**config.mk**
```make
export PLATFORM = sky130hd
export DESIGN_NAME = adc_conv_ctrl
export DESIGN_NICKNAME = d
export VERILOG_FILES = /design/src/rtl/adc_pkg.sv /design/src/rtl/adc_cmp_filter.sv /design/src/rtl/adc_conv_ctrl.sv
export SDC_FILE = /design/constraint.sdc
export NUM_CORES = 1
export LEC_CHECK = 0
export ABC_AREA = 1
export BUFFER_PORTS_ARGS = -buffer_cell sky130_fd_sc_hd__buf_2
export CAP_MARGIN = 20
export CORE_MARGIN = 8
export CORE_UTILIZATION = 61
export DETAILED_ROUTE_END_ITERATION = 10
export PLACE_DENSITY = 0.8
export RECOVER_POWER = 50
export SLEW_MARGIN = 20
export SYNTH_ARGS = -nofsm -noshare
export SYNTH_HDL_FRONTEND = slang
export SYNTH_SLANG_ARGS = --single-unit
```
**constraint.sdc**
```tcl
create_clock -name clk -period 3.5 [get_ports clk]
set_clock_uncertainty 0.15 [all_clocks]
set_input_delay 0.7 -clock clk [delete_from_list [all_inputs] [get_ports clk]]
set_output_delay 0.7 -clock clk [all_outputs]
set_load 0.05 [all_outputs]
```
**src/rtl/adc_pkg.sv**
```systemverilog
// Shared types and constants for the dual-slope ADC conversion sequencer.
package adc_pkg;

  typedef enum logic [2:0] {
    ST_IDLE    = 3'd0,
    ST_RESET   = 3'd1,
    ST_RUNUP   = 3'd2,
    ST_RUNDOWN = 3'd3,
    ST_DONE    = 3'd4
  } adc_state_e;

  localparam logic [1:0] CFG_RESET_LEN = 2'd0;
  localparam logic [1:0] CFG_RUNUP_LEN = 2'd1;
  localparam logic [1:0] CFG_TMO_LEN   = 2'd2;
  localparam logic [1:0] CFG_MODE      = 2'd3;

  localparam int RESET_LEN_DEF = 100000;
  localparam int RUNUP_LEN_DEF = 1000000;
  localparam int TMO_LEN_DEF   = 4000000;
  localparam int DEB_N_DEF     = 3;

endpackage

```
**src/rtl/adc_cmp_filter.sv**
```systemverilog
// Comparator conditioning: two-flop synchroniser followed by a run-length debounce.
// The filtered level flips only after DEB_N consecutive disagreeing samples.
module adc_cmp_filter #(
  parameter int DEB_N = 3
) (
  input  logic clk,
  input  logic rst,
  input  logic cmp,
  output logic level,
  output logic rise
);

  localparam int DW = (DEB_N < 2) ? 1 : $clog2(DEB_N);

  logic          sync1;
  logic          sync2;
  logic [DW-1:0] run_cnt;

  always_ff @(posedge clk) begin
    if (rst) begin
      sync1   <= 1'b0;
      sync2   <= 1'b0;
      run_cnt <= '0;
      level   <= 1'b0;
      rise    <= 1'b0;
    end else begin
      sync1 <= cmp;
      sync2 <= sync1;
      rise  <= 1'b0;
      if (sync2 == level) begin
        run_cnt <= '0;
      end else if (run_cnt == DW'(DEB_N - 1)) begin
        // DEB_N-th disagreeing sample in a row: accept the new level
        level   <= sync2;
        rise    <= sync2;
        run_cnt <= '0;
      end else begin
        run_cnt <= run_cnt + 1'b1;
      end
    end
  end

endmodule

```
**src/rtl/adc_conv_ctrl.sv**
```systemverilog
// Dual-slope integrator sequencer: reset -> runup -> rundown, result via valid/ready.
// Optional continuous conversion loop enabled by defining ADC_CONT_EN.
//
// state   | meaning
// IDLE    | integrator shorted, waiting for start
// RESET   | integrator shorted for reset_len cycles
// RUNUP   | integrating the input for runup_len cycles
// RUNDOWN | integrating the reference until comparator rise or timeout
// DONE    | result presented, waiting for res_ready
module adc_conv_ctrl
  import adc_pkg::*;
#(
  parameter int CNT_W     = 32,
  parameter int RESET_DEF = RESET_LEN_DEF,
  parameter int RUNUP_DEF = RUNUP_LEN_DEF,
  parameter int TMO_DEF   = TMO_LEN_DEF,
  parameter int DEB_N     = DEB_N_DEF
) (
  input  logic             clk,
  input  logic             rst,
  input  logic             cfg_we,
  input  logic [1:0]       cfg_addr,
  input  logic [CNT_W-1:0] cfg_wdata,
  input  logic             start,
  output logic             busy,
  output logic             res_valid,
  input  logic             res_ready,
  output logic [CNT_W-1:0] res_count,
  output logic             res_tmo,
  output logic             m_reset,
  output logic             m_in,
  input  logic             cmp,
  output logic [2:0]       state_o
);

  function automatic logic [CNT_W-1:0] non_zero(input logic [CNT_W-1:0] v);
    return (v == '0) ? CNT_W'(1) : v;
  endfunction

  adc_state_e       state;
  logic [CNT_W-1:0] ph_cnt;
  logic [CNT_W-1:0] reset_sh, runup_sh, tmo_sh;
  logic [CNT_W-1:0] reset_len, runup_len, tmo_len;
  logic             cmp_level;
  logic             cmp_rise;
  logic             cmp_hit;

`ifdef ADC_CONT_EN
  logic cont_mode;
`endif

  adc_cmp_filter #(.DEB_N(DEB_N)) u_cmp_filter (
    .clk   (clk),
    .rst   (rst),
    .cmp   (cmp),
    .level (cmp_level),
    .rise  (cmp_rise)
  );

  assign cmp_hit = cmp_rise && cmp_level;
  assign state_o = state;

  always_ff @(posedge clk) begin
    if (rst) begin
      reset_sh <= CNT_W'(RESET_DEF);
      runup_sh <= CNT_W'(RUNUP_DEF);
      tmo_sh   <= CNT_W'(TMO_DEF);
`ifdef ADC_CONT_EN
      cont_mode <= 1'b0;
`endif
    end else if (cfg_we) begin
      case (cfg_addr)
        CFG_RESET_LEN: reset_sh <= cfg_wdata;
        CFG_RUNUP_LEN: runup_sh <= cfg_wdata;
        CFG_TMO_LEN:   tmo_sh   <= cfg_wdata;
`ifdef ADC_CONT_EN
        CFG_MODE:      cont_mode <= cfg_wdata[0];
`endif
        default: ;
      endcase
    end
  end

  always_ff @(posedge clk) begin
    if (rst) begin
      state     <= ST_IDLE;
      ph_cnt    <= '0;
      busy      <= 1'b0;
      res_valid <= 1'b0;
      res_count <= '0;
      res_tmo   <= 1'b0;
      m_reset   <= 1'b0;
      m_in      <= 1'b0;
      reset_len <= non_zero(CNT_W'(RESET_DEF));
      runup_len <= non_zero(CNT_W'(RUNUP_DEF));
      tmo_len   <= non_zero(CNT_W'(TMO_DEF));
    end else begin
      unique case (state)
        ST_IDLE: begin
          ph_cnt <= '0;
          if (start) begin
            reset_len <= non_zero(reset_sh);
            runup_len <= non_zero(runup_sh);
            tmo_len   <= non_zero(tmo_sh);
            state     <= ST_RESET;
            busy      <= 1'b1;
          end
        end

        ST_RESET: begin
          if (ph_cnt == reset_len - CNT_W'(1)) begin
            state   <= ST_RUNUP;
            ph_cnt  <= '0;
            m_reset <= 1'b1;
          end else begin
            ph_cnt <= ph_cnt + CNT_W'(1);
          end
        end

        ST_RUNUP: begin
          if (ph_cnt == runup_len - CNT_W'(1)) begin
            state  <= ST_RUNDOWN;
            ph_cnt <= '0;
            m_in   <= 1'b1;
          end else begin
            ph_cnt <= ph_cnt + CNT_W'(1);
          end
        end

        ST_RUNDOWN: begin
          // The comparator edge takes priority over a coincident timeout
          if (cmp_hit || ph_cnt == tmo_len - CNT_W'(1)) begin
            res_count <= cmp_hit ? ph_cnt : tmo_len;
            res_tmo   <= !cmp_hit;
            res_valid <= 1'b1;
            state     <= ST_DONE;
            ph_cnt    <= '0;
            m_reset   <= 1'b0;
            m_in      <= 1'b0;
          end else begin
            ph_cnt <= ph_cnt + CNT_W'(1);
          end
        end

        ST_DONE: begin
          ph_cnt <= '0;
          if (res_ready) begin
            res_valid <= 1'b0;
`ifdef ADC_CONT_EN
            if (cont_mode) begin
              reset_len <= non_zero(reset_sh);
              runup_len <= non_zero(runup_sh);
              tmo_len   <= non_zero(tmo_sh);
              state     <= ST_RESET;
            end else begin
              state <= ST_IDLE;
              busy  <= 1'b0;
            end
`else
            state <= ST_IDLE;
            busy  <= 1'b0;
`endif
          end
        end

        default: begin
          state     <= ST_IDLE;
          ph_cnt    <= '0;
          busy      <= 1'b0;
          res_valid <= 1'b0;
          m_reset   <= 1'b0;
          m_in      <= 1'b0;
        end
      endcase
    end
  end

endmodule
```
==> impl_metrics.csv <==
group,metric,value,unit
run_status,outcome,"complete, but fails checks",
run_status,violations,"max-capacitance violations, max-slew violations",
power_and_ir_drop,p_sw_share,45.2,%
detailed_routing,drtIter0Drc,1516,
sta,post-route-period-util,88.8,%
yosys,synth_warnings,0,
global_route,antenna_found_initial,1,
yosys,synth_area,0.0146,mm^2
hold_path,hold_path.class,"primary input to flip-flop",
detailed_routing,dr_total_vias,14673,
clock_tree,ctsResizeCount,0,
layout,fillers,2137,
power_and_ir_drop,powerDensity,820,mW/mm^2
placement,hpwl,37.2,mm
floorplanning,dieArea,0.0291,mm^2
placement,dp.cells,2476,
yosys,syn-instance-count,2155,
worst_setup_path,critPathMaxFanout,58,
layout,drive_above_1_share,8.84,%
clock_tree,postCtsHoldBufs,0,
yosys,syn_avg_cell_area,6.77,um^2
detailed_routing,drtPass1Iterations,6,
layout,num_antenna_cells,0,
floorplanning,num_rows,56,
yosys,synth_fp_nets,2200,
global_route,grt_pass1_vias,13269,
sta,timing.setup.tns,0,ns
placement,portBuffers,79,
clock_tree,cts_sinks,270,
sta,worst_pin_slew,1.81,ns
power_and_ir_drop,intPower,0.00721,W
detailed_routing,ant_nets,0,
sta,maxSlewHeadroom,-21.4,%
power_and_ir_drop,ir_drop,0.630,mV
detailed_routing,wl_per_cell,19.6,um
global_route,grt_use_met3,4.72,%
detailed_routing,wirelength,49.5,mm
power_and_ir_drop,leakage,6.80,nW
floorplanning,die_x,171,um
worst_setup_path,crit_type,"flip-flop to flip-flop",
global_route,grt_pass1_wl,75.7,mm
layout,ff_latch_area,0.00541,mm^2
power_and_ir_drop,power.switching,0.00596,W
sta,grt_setup_unrepaired,"false",
layout,synthToLayoutAreaGrowth,9.99,%
detailed_routing,drc,0,
clock_tree,numCtsBuffers,28,
clock_tree,cts.clk_slew.worst_paths,0.06,ns
global_route,top_usage_layer,"met2",
sta,max_freq,0.322,GHz
clock_tree,cts_tree,"done",
clock_tree,clock_path_buffers,3,
layout,multi_input_area,0.00779,mm^2
floorplanning,coreArea,0.0235,mm^2
power_and_ir_drop,pwr-share-comb,42.0,%
placement,routabilityCongestion,0.990,
sta,timing.final.crit_period,3.11,ns
detailed_routing,viasPerCell,5.81,
global_route,grt_max_degree,134,
sta,finalHoldViolCount,0,
yosys,seq_area_frac_synth,37.1,%
worst_setup_path,cp-start-kind,"flip-flop",
worst_setup_path,required,3.72,ns
layout,final_cells,2524,
power_and_ir_drop,clkPwrFrac,22.1,%
yosys,yosysUniqueCellTypes,45,
global_route,use_met1,47.1,%
sta,slew_viol_final,123,
job,drv_cap,2,
clock_tree,cts-root-buf,"clkbuf_16",
worst_setup_path,arrival,3.33,ns
global_route,grt.overflow.total,0,
floorplanning,boundaryPins,80,
global_route,grt_use_met2,51.0,%
clock_tree,clk_latency,0.56,ns
floorplanning,dieHeight,171,um
clock_tree,htreeDepth,1,
layout,fin_nets,2232,
worst_setup_path,cp-end-kind,"flip-flop",
clock_tree,cts_setup_buffers,0,
sta,setup_violations,0,
global_route,grtUsageTotal,33.5,%
yosys,ys_seq_elements,270,
floorplanning,start_util,62.1,%
power_and_ir_drop,sequentialPowerShare,36.0,%
## final cells by class
type,instances,area share [%]
Timing Repair Buffer,112,3.79
Clock buffer,42,5.19
Multi-Input combinational cell,1525,48.6
Sequential cell,270,33.7
Tap cell,319,2.49
Inverter,250,5.87
Clock inverter,6,0.398
## logic make-up (layout without fill, tap and decap cells)
| group | after synthesis | in the layout | synth area share, % |
|---|---|---|---|
| flops | 270 | 270 | 37.1 |
| xor+xnor | 132 | 132 | 7.93 |
| compound gates | 441 | 441 | 16.1 |
| mux | 6 | 6 | 0.463 |
| buf+inv | 360 | 410 | 9.67 |
| fa+ha+maj | 5 | 5 | 0.429 |
| simple gates | 941 | 941 | 28.4 |
## cell usage after synthesis, drive strengths merged
| library cell | number | area (um^2) |
|---|---|---|
| nor3b | 1 | 12.5 |
| clkbuf | 88 | 332 |
| clkinv | 2 | 7.51 |
| mux2 | 6 | 67.6 |
| and3 | 1 | 6.26 |
| a31oi | 3 | 18.8 |
| nand2 | 428 | 1670 |
| a211oi | 9 | 67.6 |
| or2 | 1 | 6.26 |
| o21ai | 201 | 1010 |
| a21oi | 189 | 946 |
| nand3b | 14 | 105 |
| o21bai | 11 | 82.6 |
| ha | 5 | 62.6 |
| nor4 | 20 | 125 |
| nand3 | 90 | 473 |
| xor2 | 87 | 762 |
| nor3 | 25 | 140 |
| xnor2 | 45 | 394 |
| nand4 | 42 | 263 |
| dfxtp | 270 | 5410 |
| buf | 22 | 138 |
| inv | 248 | 933 |
| and2 | 4 | 27.5 |
| nor2 | 315 | 1310 |
| o2111ai | 9 | 78.8 |
| o32ai | 1 | 8.76 |
| o211ai | 18 | 135 |
## metal layers
metal	up-vias	routed length (um)
li1	7032	-
met1	6770	21200
met2	738	21000
met3	131	5070
met4	2	2220
met5	-	12
## per-stage QoR
step	setup slack (ns)	hold slack, ns	util [%]	instance area, um^2	power [W]
5_1_grt	0.197	0.195	68.4	16000	0.0140
3_5_place_dp	0.538	0.251	64.8	15200	0.0101
4_1_cts	0.507	0.188	68.7	16100	0.0130
6_report	0.391	0.200	68.4	16000	0.0132
2_1_floorplan	1.04	0.238	-	14600	0.00853
3_3_place_gp	0.593	0.246	64.8	15200	0.0100
## critical path: stages (launching register included)
cell and delay [ns]:
dfxtp_1 0.46, nor2_1 0.10, inv_1 0.10, nor2_1 0.05
inv_1 0.10, o21ai_0 0.16, nor2_4 0.16, clkinv_1 0.14
clkbuf_2 0.67, nor3_1 0.72, a211oi_1 0.08
## power by group through the flow
stage | Combinational (W) | Clock (W) | Sequential (W)
after CTS | 0.00547 | 0.00291 | 0.00466
after detailed placement | 0.00542 | 0 | 0.00472
final | 0.00552 | 0.00291 | 0.00473
after global routing | 0.00619 | 0.00304 | 0.00478
after floorplan | 0.00413 | 0 | 0.00439
after global placement | 0.00534 | 0 | 0.00470
## registers in the layout (all words and copies together), names as in the netlist, 32 cells and up
signal and count:
runup_sh 32, ph_cnt 32, runup_len 32, reset_sh 32, tmo_sh 32, tmo_len 32
res_count 32, reset_len 32
## final timing paths
| kind | start | endpoint | slack (ns) | cells after the start |
|---|---|---|---|---|
| setup / recovery | state_o[2] | tmo_len[0] | 0.39 | 10 |
| hold / removal | cmp | u_cmp_filter.sync1 | 0.20 | 3 |
| setup reg to reg | state_o[2] | tmo_len[0] | 0.39 | 10 |
| hold reg to reg | u_cmp_filter.sync1 | u_cmp_filter.sync2 | 0.26 | 2 |
## cell usage in the layout (no fill, tap or decap), drive strengths merged, types with 18 or more instances in the layout
| cell type | instances |
|---|---|
| a21oi | 189 |
| buf | 68 |
| clkbuf | 86 |
| dfxtp | 270 |
| inv | 248 |
| nand2 | 428 |
| nand3 | 90 |
| nand4 | 42 |
| nor2 | 315 |
| nor3 | 25 |
| nor4 | 20 |
| o211ai | 18 |
| o21ai | 201 |
| xnor2 | 45 |
| xor2 | 87 |
Power figures use the tool's default switching activity.
